==> config.mk <==
export PLATFORM = sky130hd
export DESIGN_NAME = fetch_sequencer
export DESIGN_NICKNAME = d
export VERILOG_FILES = /design/src/rtl/fetch_sequencer.sv
export SDC_FILE = /design/constraint.sdc
export NUM_CORES = 1
export LEC_CHECK = 0
export CAP_MARGIN = 20
export CORE_AREA = 2 2 111 59
export DETAILED_ROUTE_END_ITERATION = 12
export DIE_AREA = 0 0 113 61
export GPL_ROUTABILITY_DRIVEN = 0
export PLACE_DENSITY_LB_ADDON = 0.12
export SLEW_MARGIN = 20
export SYNTH_ARGS = -nofsm -noshare
export SYNTH_HDL_FRONTEND = slang
export SYNTH_SLANG_ARGS = --single-unit
==> constraint.sdc <==
create_clock -name clk -period 2.45 [get_ports clk]
set_input_delay 0.245 -clock clk [delete_from_list [all_inputs] [get_ports clk]]
set_output_delay 0.245 -clock clk [all_outputs]
set_load 0.02 [all_outputs]
==> src/rtl/fetch_sequencer.sv <==
// Instruction fetch sequencer: owns the PC, reads imem combinationally and
// registers each word into a valid/ready stage toward decode.
module fetch_sequencer #(
  parameter int                  PC_WIDTH    = 8,
  parameter int                  INSTR_WIDTH = 32,
  parameter logic [PC_WIDTH-1:0] RESET_PC    = '0,
  parameter logic [5:0]          HALT_OPCODE = 6'b111111
) (
  input  logic                   clk,
  input  logic                   rst_n,
  input  logic                   start,
  input  logic                   redirect_valid,
  input  logic [PC_WIDTH-1:0]    redirect_pc,
  output logic [PC_WIDTH-1:0]    imem_addr,
  input  logic [INSTR_WIDTH-1:0] imem_data,
  output logic                   out_valid,
  input  logic                   out_ready,
  output logic [INSTR_WIDTH-1:0] out_instr,
  output logic [PC_WIDTH-1:0]    out_pc,
  output logic [PC_WIDTH-1:0]    out_pc_next,
  output logic                   halted
);

  typedef enum logic [1:0] {
    S_IDLE,
    S_RUN,
    S_HALT
  } state_t;

  localparam logic [PC_WIDTH-1:0] PC_ONE = {{(PC_WIDTH-1){1'b0}}, 1'b1};

  state_t                 state_q, state_d;
  logic [PC_WIDTH-1:0]    pc_q, pc_d;
  logic                   valid_q, valid_d;
  logic [INSTR_WIDTH-1:0] instr_q, instr_d;
  logic [PC_WIDTH-1:0]    opc_q, opc_d;
  logic                   halted_q, halted_d;
  logic                   fire;
  logic                   is_halt;

  assign fire = (state_q == S_RUN)
              && (!valid_q || out_ready)
              && !redirect_valid;
  assign is_halt = (imem_data[31:26] == HALT_OPCODE);

  // State and output-stage registers; reset drops any in-flight word.
  always_ff @(posedge clk or negedge rst_n) begin
    if (!rst_n) begin
      state_q  <= S_IDLE;
      pc_q     <= RESET_PC;
      valid_q  <= 1'b0;
      instr_q  <= '0;
      opc_q    <= '0;
      halted_q <= 1'b0;
    end else begin
      state_q  <= state_d;
      pc_q     <= pc_d;
      valid_q  <= valid_d;
      instr_q  <= instr_d;
      opc_q    <= opc_d;
      halted_q <= halted_d;
    end
  end

  // Next state: redirect beats fetch, stall and accept outside IDLE.
  always_comb begin
    state_d  = state_q;
    pc_d     = pc_q;
    valid_d  = valid_q;
    instr_d  = instr_q;
    opc_d    = opc_q;
    halted_d = halted_q;
    unique case (state_q)
      S_IDLE: begin
        if (start) state_d = S_RUN;
      end
      S_RUN, S_HALT: begin
        if (redirect_valid) begin
          pc_d     = redirect_pc;
          valid_d  = 1'b0;
          halted_d = 1'b0;
          state_d  = S_RUN;
        end else if (fire) begin
          instr_d = imem_data;
          opc_d   = pc_q;
          valid_d = 1'b1;
          if (is_halt) begin
            state_d  = S_HALT;
            halted_d = 1'b1;
          end else begin
            pc_d = pc_q + PC_ONE;
          end
        end else if (state_q == S_HALT && out_ready) begin
          valid_d = 1'b0;
        end
      end
      default: state_d = S_IDLE;
    endcase
  end

  assign imem_addr   = pc_q;
  assign out_valid   = valid_q;
  assign out_instr   = instr_q;
  assign out_pc      = opc_q;
  assign out_pc_next = opc_q + PC_ONE;
  assign halted      = halted_q;

endmodule
==> run metrics, run 1 <==
clk root buf=clkbuf_16; Post-Route M1 WL=between 2 and 3 mm; Avg Synthesized Cell Area=around 13 sq um; number of clock sinks seen by CTS=52; total number of vias=~1900; max layer used=met4; # H-tree levels=2; worst slew pin tran=approximately 560 ps; share of async-settable or async-resettable flops after synthesis=100%; placeable core area=roughly 0.006 sq mm; final cycle utilization of the critical path=between 80% and 90%; clock network power share=between 10 and 15%; Starting Density=between 40% and 50%; overall fraction of global-route tracks in use=between 15 and 20%; data required time of the worst path=2200 ps; CP Capture Type=output pin; total routed wirelength=slightly below 6 mm; flops & latches, synth=between 50 and 60; met3 layer wire length in the routed design=~570 um; Iteration-0 DRC Markers=between 90 and 100; yosys synthesis warning count=0; commonest register cell after synthesis=dfrtp_1; reg2reg path depth=5; critical path peak fanout=5; final count of pins violating max slew=0; count of antenna-violating nets left after detailed routing=0; ANT cells=0; count of buffers from port buffering=102; Area growth syn-to-layout=52.4%; number of buffers inserted during clock tree synthesis=5; initial antenna violation count=0; drc violations=8; vias per std cell=5.11; maximum clock insertion buffer count=2; Worst Setup Start Kind=register; design internal power=approximately 3.3 mW; most common cell after layout, fill and taps aside=clkdlybuf4s50_1; post-synth design cell area=~0.0024 sq mm; beginning of the worst register-to-register path=state_q[1]; setup_tns=0 ps; Static Leakage=about 1.6 nW; TritonCTS clock tree=done; number of enable flip-flop cells after synthesis=0; number of iterations in the first detailed-routing pass=8; sequential cell area fraction in the yosys report=a little over half; global-route congestion overflow total=0; die span in y=a little over 60 um; worst clock skew=4.52 ps; first-pass GRT wire length=about 9.5 mm; Total Power=roughly 5.3 mW; largest net degree at the start of global routing=41; Sequential Power Share=between 30 and 40%; run status=complete, but fails checks; total setup violations reported at the end of the flow=0; fraction of synthesized cell area taken by the top area cell type=around 54%; headroom to the max-slew limit=a little over three fifths; setup repair after global routing missed its margin=false; time the final worst path needs with I/O delays and setup=approximately 2100 ps; synthesized instance count=189; layout net count=around 350; violations in the final reports=design-rule violations; final hold viol count=0; kind of critical path=reg -> out; via count of the first global-routing pass=between 1500 and 2000; DPL Wire Length=~4.4 mm; main area contributors after synthesis=dfrtp_1 (54%), mux2_2 (18%), ha_1 (3.1%); final routed wire length divided by cell count=between 15 and 20 um; Horiz. Die Dim=around 110 um; clock transition time at the flip-flop clock pins of the worst setup and hold paths=roughly 70 ps; post-layout utilization of the core=a little over three fifths; achievable frequency=around 470 MHz; commonest cells after routing, fill and taps aside=clkdlybuf4s50_1 (99), dfrtp_1 (52), mux2_2 (38), inv_1 (9); combined flip-flop and latch cell area=about 0.0013 sq mm; multi-input logic area=roughly 0.001 sq mm; unique cell type count in the Yosys netlist=39; Hold/Removal Path Class=in -> async; PwrDens=about 1400 mW/mm^2; worst path cell trace=ha_1, and3_1, xor2_1, clkdlybuf4s50_1; floorplan die area=slightly below 0.007 sq mm; row cnt=20; peak supply drop=around 0.78 mV; number of filler instances in the final layout=486; smallest hold slack=between 400 and 500 ps; fraction of layout instances using a drive strength above 1=19.5%; longest individual stage delay on the worst path=between 600 and 700 ps; cell with the largest stage delay on the worst path=clkdlybuf4s50_1; combinational power share=between 50% and 60%; worst skew pair latency=roughly 280 ps; fraction of power spent switching nets=between 30 and 40%; Net Switching=2.06 mW; met2 wirelength from detailed routing=~2.3 mm; count of pins on the block boundary=between 100 and 150; Mapped Nets=between 200 and 250; arrival time of the worst setup path=1890 ps; count of max-cap constraint violations=0; cell accounting for the most synthesized area=dfrtp_1; CP Launch Point=out_pc[0]
logic make-up after synthesis:
logic type	after synthesis	share of synthesized area (%)
AO/OA/AOI/OAI	27	8.55
XOR/XNOR	6	2.16
adder cells (fa/ha/maj)	6	3.09
buffers and inverters	17	4.02
flip-flops	52	53.6
multiplexers	41	18.9
AND/OR/NAND/NOR	40	9.69
state kept, by name (all words and copies together) (netlist names):
signal and flops:
state_q 2, imem_addr 8, out_pc 8, halted 1
out_valid 1, out_instr 32
area by class of cell:
cell class                      count  area share, %
Sequential cell                    52           35.2
Clock buffer                        5           3.38
Multi-Input combinational cell    120           27.8
Tap cell                           77           2.60
Inverter                            9          0.913
Clock inverter                      3           1.25
Timing Repair Buffer              108           28.9
Yosys cell counts, types with 2 or more instances:
master,n
o31ai_1,2
nand4_1,4
xor2_1,2
buf_6,4
nand3_1,4
o21ai_0,2
inv_1,9
a22oi_1,3
and2_1,3
nor2_1,6
and3_1,5
a21oi_1,2
nand2b_1,3
nand2_1,6
mux2i_1,2
dfrtp_1,52
mux2_2,38
a2bb2oi_1,2
a311oi_1,5
o32ai_1,2
clkbuf_1,3
xnor2_1,4
nor2b_1,4
ha_1,6
o22ai_1,2
worst max-delay path: cells and delay by family (launching register included):
family | cells | cell delay [ps]
buffers and inverters | 1 | 620
XOR/XNOR | 1 | 130
AND/OR/NAND/NOR | 1 | 200
adder cells (fa/ha/maj) | 1 | 230
flip-flops | 1 | 420
what timing repair did:
| item | 4_1_cts | 5_1_grt |
|---|---|---|
| buffers inserted | 0 | 0 |
| resized for setup | 0 | 2 |
| endpoints found under the setup margin | 0 | 2 |
| hold buffers | 1 | 0 |
| hold endpoints to repair | 19 | 0 |
metrics by stage:
stage	instances	worst slack (ps)	instance area (sq um)
global placement	365	425	3510
floorplan	189	730	2430
CTS	374	67.2	3700
finish	374	319	3700
detailed placement	365	401	3510
global route	374	235	3700
per-layer routing:
layer	up-vias	track usage, %
li1	898	-
met1	929	27.8
met2	81	23.9
met3	2	5.89
met4	0	3.66
met5	-	0
power by group through the flow:
stage                     Sequential (mW)  Combinational (mW)  Clock (mW)
after global routing                 1.69                3.12       0.868
after global placement               1.62                2.93           0
final                                1.61                2.93       0.795
after floorplan                      2.08                1.14           0
after detailed placement             1.62                2.94           0
after CTS                            1.61                2.96       0.826
path summary, 6_finish.rpt:
check / end / slack [ps]
min reg2reg: out_instr[1] / 490
min in group clk: out_instr[1] / 490
max: out_pc_next[4] / 320
max reg2reg: out_instr[1] / 460
min: state_q[1] / 450
max in group asynchronous: out_instr[30] / 1370
No activity file was read; power rests on OpenSTA's default activity.
==> run 2: changes to the inputs <==
Settings changed: CAP_MARGIN 20 to 10, CORE_AREA 2 2 111 59 to 2 2 80 82, DIE_AREA 0 0 113 61 to 0 0 82 84.
==> run 2 against run 1 <==
Compared with the run above:
- the flow now finishes without violations
- total power down 5.4%
- sequential power about the same
- sequential cell count unchanged
- critical path type unchanged
- utilization down 2.7 points
- largest cell class unchanged
- cell count up 0.27%
- wire length down 4.1%
- die area about the same
- hold slack better by 40 ps
- combinational power about the same
- first-iteration DRC count down 36%
==> run metrics, run 2 (synthesis gave the netlist of run 1 again) <==
worst slew pin tran=637 ps (+80.3 ps); # H-tree levels=2 (unchanged); arrival time of the worst setup path=2000 ps (+110 ps); Hold/Removal Path Class=in -> async; final count of pins violating max slew=0 (unchanged); time the final worst path needs with I/O delays and setup=2250 ps (+116 ps); max reg flops=32 (unchanged); overall fraction of global-route tracks in use=16.6% (-1.2 points); TritonCTS clock tree=done; initial antenna violation count=0 (unchanged); floorplan die area=0.00689 sq mm (about the same); run status=completed; Horiz. Die Dim=82 um (-27%); Iteration-0 DRC Markers=62 (-36%); largest net degree at the start of global routing=28 (-32%); achievable frequency=445 MHz (-5.2%); met2 wirelength from detailed routing=2.71 mm (+16%); row cnt=29 (+45%); max layer used=met4; met3 layer wire length in the routed design=522 um (-8.4%); DPL Wire Length=4.27 mm (-2.5%); Post-Route M1 WL=2.38 mm (-20%); final routed wire length divided by cell count=15.1 um (-4.3%); clk root buf=clkbuf_8; design internal power=3.05 mW (-7.1%); count of antenna-violating nets left after detailed routing=0 (unchanged); number of buffers inserted during clock tree synthesis=5 (unchanged); via count of the first global-routing pass=1886 (+5.4%); critical path peak fanout=5 (unchanged); total number of vias=1886 (-1.3%); Net Switching=2.00 mW (-2.8%); number of clock sinks seen by CTS=52 (unchanged); peak supply drop=0.688 mV (-12%); clock network power share=10.1% (-4.8 points); die span in y=84 um (+38%); count of buffers from port buffering=102 (unchanged); count of pins on the block boundary=103 (unchanged); first-pass GRT wire length=8.88 mm (-6.1%); Area growth syn-to-layout=50.4%; data required time of the worst path=2200 ps (about the same); worst skew pair latency=300 ps (+20 ps); placeable core area=0.00610 sq mm (+3.2%); total routed wirelength=5.65 mm (-4.1%); clock transition time at the flip-flop clock pins of the worst setup and hold paths=90 ps (+20 ps); ANT cells=0 (unchanged); commonest cells after routing, fill and taps aside=clkdlybuf4s50_1 (100), dfrtp_1 (52), mux2_2 (38), inv_1 (9); final hold viol count=0 (unchanged); most common cell after layout, fill and taps aside=clkdlybuf4s50_1; worst clock skew=6.11 ps (+1.59 ps); PwrDens=1380 mW/mm^2 (-4.2%); fraction of layout instances using a drive strength above 1=19.5% (-0.066 points); Worst Setup Start Kind=register; count of max-cap constraint violations=0 (unchanged); fraction of power spent switching nets=39.7% (+1.1 points); combinational power share=58.3% (+3.3 points); setup repair after global routing missed its margin=false; CP Capture Type=output pin; Static Leakage=1.55 nW (-1.8%); total setup violations reported at the end of the flow=0 (unchanged); final cycle utilization of the critical path=91.7% (+4.7 points); Sequential Power Share=31.6% (+1.4 points); Total Power=5.05 mW (-5.4%); maximum clock insertion buffer count=2 (unchanged); Starting Density=39.8% (-1.3 points); number of filler instances in the final layout=515 (+6.0%); headroom to the max-slew limit=57.6% (-5.4 points); drc violations=0 (-8); setup_tns=0 ps (unchanged); global-route congestion overflow total=0 (unchanged); kind of critical path=reg -> out; vias per std cell=5.03 (-1.5%); layout net count=348 (+0.29%); number of iterations in the first detailed-routing pass=4 (-4)
[run 2: power by group through the flow]
stage	Sequential, mW	Clock [mW]	Combinational (mW)
finish	1.60	0.508	2.95
global route	1.66	0.566	3.16
CTS	1.60	0.535	2.99
detailed placement	1.62	0	2.97
global placement	1.61	0	2.95
floorplan	2.08	0	1.14
[run 2: path summary, 6_finish.rpt]
path	depth (start not counted)	end	startpoint	slack (ps)
max in group asynchronous	3	imem_addr[4]	rst_n	1400
max	5	out_pc_next[6]	out_pc[0]	200
max reg2reg	6	out_instr[11]	state_q[0]	490
min in group clk	1	out_instr[6]	out_instr[6]	510
min reg2reg	1	out_instr[6]	out_instr[6]	510
min	2	out_instr[5]	rst_n	490
[run 2: per-stage QoR]
stage          instances  utilization, %  hold slack [ps]  area (sq um)  worst slack (ps)
2_1_floorplan        189               -            -50.6          2430               730
3_3_place_gp         366            58.2              311          3550               451
3_5_place_dp         366            58.2              305          3550               412
4_1_cts              375            59.9              505          3650              90.1
5_1_grt              375            59.9              523          3650              40.7
6_report             375            59.9              490          3650               203
[run 2: cell type report]
class | count | area [sq um] | area share [%]
inverter | 9 | 33.8 | 0.925
sequential | 52 | 1300 | 35.6
tap | 77 | 96.3 | 2.64
multi-input combinational | 120 | 1030 | 28.2
timing repair buffer | 109 | 1100 | 30.1
clock inverter | 1 | 7.51 | 0.205
clock buffer | 7 | 86.3 | 2.36
[run 2: what timing repair did]
action | CTS | global route
hold buffers | 1 | 0
endpoints found under the hold margin | 26 | 0
setup buffers | 0 | 0
setup endpoints to repair | 0 | 1
resized for setup | 0 | 1
[run 2: critical path: stages (launching register included)]
cell             delay [ps]
dfrtp_1                 430
ha_1                    230
and3_1                  190
nand3_1                 100
xnor2_1                 120
clkdlybuf4s50_1         630
[run 2: routing by layer]
metal  vias up  global-route usage [%]
li1        901                       -
met3         4                    6.06
met2        76                    28.0
met5         -                       0
met4         0                    4.39
met1       905                    19.8
==> run 3: changes to the inputs <==
Settings changed: CAP_MARGIN 10 to default, REMOVE_ABC_BUFFERS from default to 1.
Clock period 2.45 ns to 2.2 ns, I/O delays scaled along.
==> run 3 against run 2 <==
Compared with the run above:
- hold slack worse by 35 ps
- sequential share of layout area rose by 0.12 points
- combinational power is 9.8% higher
- total power grew 12%
- sequential cell count unchanged
- design area down 0.34%
- critical path depth stayed put
- clock-buffer cell count is 2 lower
- clock skew fell by 0.72 ps
- global-route usage grew 0.35 points
- critical endpoint is now out_pc_next[7]
- largest cell class unchanged
- largest power group unchanged
==> run metrics, run 3 (synthesis gave the netlist of run 1 again) <==
run status=completed; total number of vias=1941 (+2.9%); ANT cells=0 (unchanged); clock transition time at the flip-flop clock pins of the worst setup and hold paths=90 ps (about the same); Net Switching=2.23 mW (+11%); critical path peak fanout=5 (unchanged); count of max-cap constraint violations=0 (unchanged); TritonCTS clock tree=done; achievable frequency=491 MHz; DPL Wire Length=4.15 mm (-2.8%); combinational power share=57.2% (-1.1 points); Area growth syn-to-layout=49.9%; final routed wire length divided by cell count=15.1 um (+0.41%); number of clock sinks seen by CTS=52 (unchanged); fraction of layout instances using a drive strength above 1=19.3% (-0.21 points); drc violations=0 (unchanged); setup repair after global routing missed its margin=false; placeable core area=0.00610 sq mm (unchanged); post-layout utilization of the core=59.7% (-0.21 points); Iteration-0 DRC Markers=88 (+42%); peak supply drop=0.790 mV (+15%); number of filler instances in the final layout=538 (+4.5%); PwrDens=1550 mW/mm^2 (+12%); max reg flops=32 (unchanged); Worst Setup Start Kind=register; final count of pins violating max slew=0 (unchanged); # H-tree levels=2 (unchanged); overall fraction of global-route tracks in use=17.0% (+0.35 points); CP Capture Type=output pin; first-pass GRT wire length=9.06 mm (+2.0%); count of pins on the block boundary=103 (unchanged); Horiz. Die Dim=82 um (unchanged); Hold/Removal Path Class=in -> async; count of antenna-violating nets left after detailed routing=0 (unchanged); arrival time of the worst setup path=1820 ps (-180 ps); setup_tns=0 ps (unchanged); clock network power share=11.5% (+1.4 points); total routed wirelength=5.64 mm (-0.12%); maximum clock insertion buffer count=2 (unchanged); global-route congestion overflow total=0 (unchanged); count of buffers from port buffering=102 (unchanged); design internal power=3.43 mW (+13%); final cycle utilization of the critical path=between 90% and 100%; floorplan die area=0.00689 sq mm (unchanged); via count of the first global-routing pass=1864 (-1.2%); initial antenna violation count=0 (unchanged); Total Power=5.66 mW (+12%); worst skew pair latency=300 ps (about the same); clk root buf=clkbuf_8; Sequential Power Share=31.3% (-0.3 points); number of buffers inserted during clock tree synthesis=5 (unchanged); vias per std cell=5.20 (+3.5%); worst slew pin tran=621 ps (-15.1 ps); die span in y=84 um (unchanged); largest net degree at the start of global routing=41 (+46%); final hold viol count=0 (unchanged); total setup violations reported at the end of the flow=0 (unchanged); setup repair bufs after CTS=0 (unchanged); row cnt=29 (unchanged); data required time of the worst path=1980 ps (-220 ps); headroom to the max-slew limit=58.6% (+1.0 points); Static Leakage=1.55 nW (-0.18%); worst clock skew=5.39 ps (-0.719 ps); fraction of power spent switching nets=39.4% (-0.33 points); area after detailed placement=0.00352 sq mm (-0.78%); most common cell after layout, fill and taps aside=clkdlybuf4s50_1; time the final worst path needs with I/O delays and setup=a little over 2000 ps; number of iterations in the first detailed-routing pass=6 (+2); post-layout instance area=0.00364 sq mm (-0.34%); Starting Density=39.8% (unchanged); commonest cells after routing, fill and taps aside=clkdlybuf4s50_1 (98), dfrtp_1 (52), mux2_2 (38), inv_1 (9); kind of critical path=reg -> out; smallest hold slack=455 ps (-35.1 ps); layout net count=346 (-0.57%)
[run 3: cell types whose count changed in the layout (fill, tap and decap cells not counted), sizes merged]
cell	before	now
clkbuf	7	5
bufinv	0	1
buf	7	5
clkinv	0	1
clkdlybuf4s50	100	98
dlygate4sd2	0	2
[run 3: timing repair]
action                     in CTS  in global routing
resized for setup               2                  1
pin swaps                       0                  0
hold buffers                    1                  0
setup endpoints to repair       2                  1
cloned                          0                  0
hold endpoints to repair       25                  0
[run 3: worst paths after layout]
check / slack, ps / end / startpoint / depth (start not counted)
min in group clk: 510 / out_instr[0] / out_instr[0] / 1
setup reg to reg: 250 / out_instr[1] / state_q[1] / 5
max in group asynchronous: 1180 / imem_addr[6] / rst_n / 3
hold / removal: 460 / out_instr[20] / rst_n / 2
setup / recovery: 160 / out_pc_next[7] / out_pc[1] / 5
hold reg to reg: 510 / out_instr[0] / out_instr[0] / 1
[run 3: final cells by class]
cell class	count	area, sq um	area share, %
Clock buffer	5	68.8	1.89
Multi-Input combinational cell	120	1030	28.3
Clock inverter	3	42.5	1.17
Tap cell	77	96.3	2.65
Sequential cell	52	1300	35.7
Timing Repair Buffer	107	1070	29.3
Inverter	9	33.8	0.928
[run 3: layer usage]
metal | up-vias | wire length, um | track usage, %
met3 | 8 | 519 | 6.71
met4 | 0 | 74 | 4.85
met2 | 91 | 2730 | 26.8
met1 | 948 | 2320 | 21.4
met5 | - | 0 | 0
li1 | 894 | - | -
[run 3: worst max-delay path: stages (launching register included)]
cell	delay, ps
dfrtp_1	420
and3_1	170
nand3_1	120
or2_2	330
xnor2_1	130
dlygate4sd2_1	350
[run 3: power by group through the flow]
stage	registers, mW	logic (mW)	clock network [mW]
after CTS	1.77	3.27	0.679
after detailed placement	1.79	3.27	0
after global placement	1.77	3.24	0
after floorplan	2.32	1.21	0
after global routing	1.84	3.46	0.712
final	1.77	3.24	0.650
[run 3: metrics by stage]
| stage | instances | setup WS [ps] |
|---|---|---|
| 2_1_floorplan | 181 | -63.2 |
| 3_3_place_gp | 364 | 205 |
| 3_5_place_dp | 364 | 187 |
| 4_1_cts | 373 | 41.8 |
| 5_1_grt | 373 | 29.5 |
| 6_report | 373 | 162 |
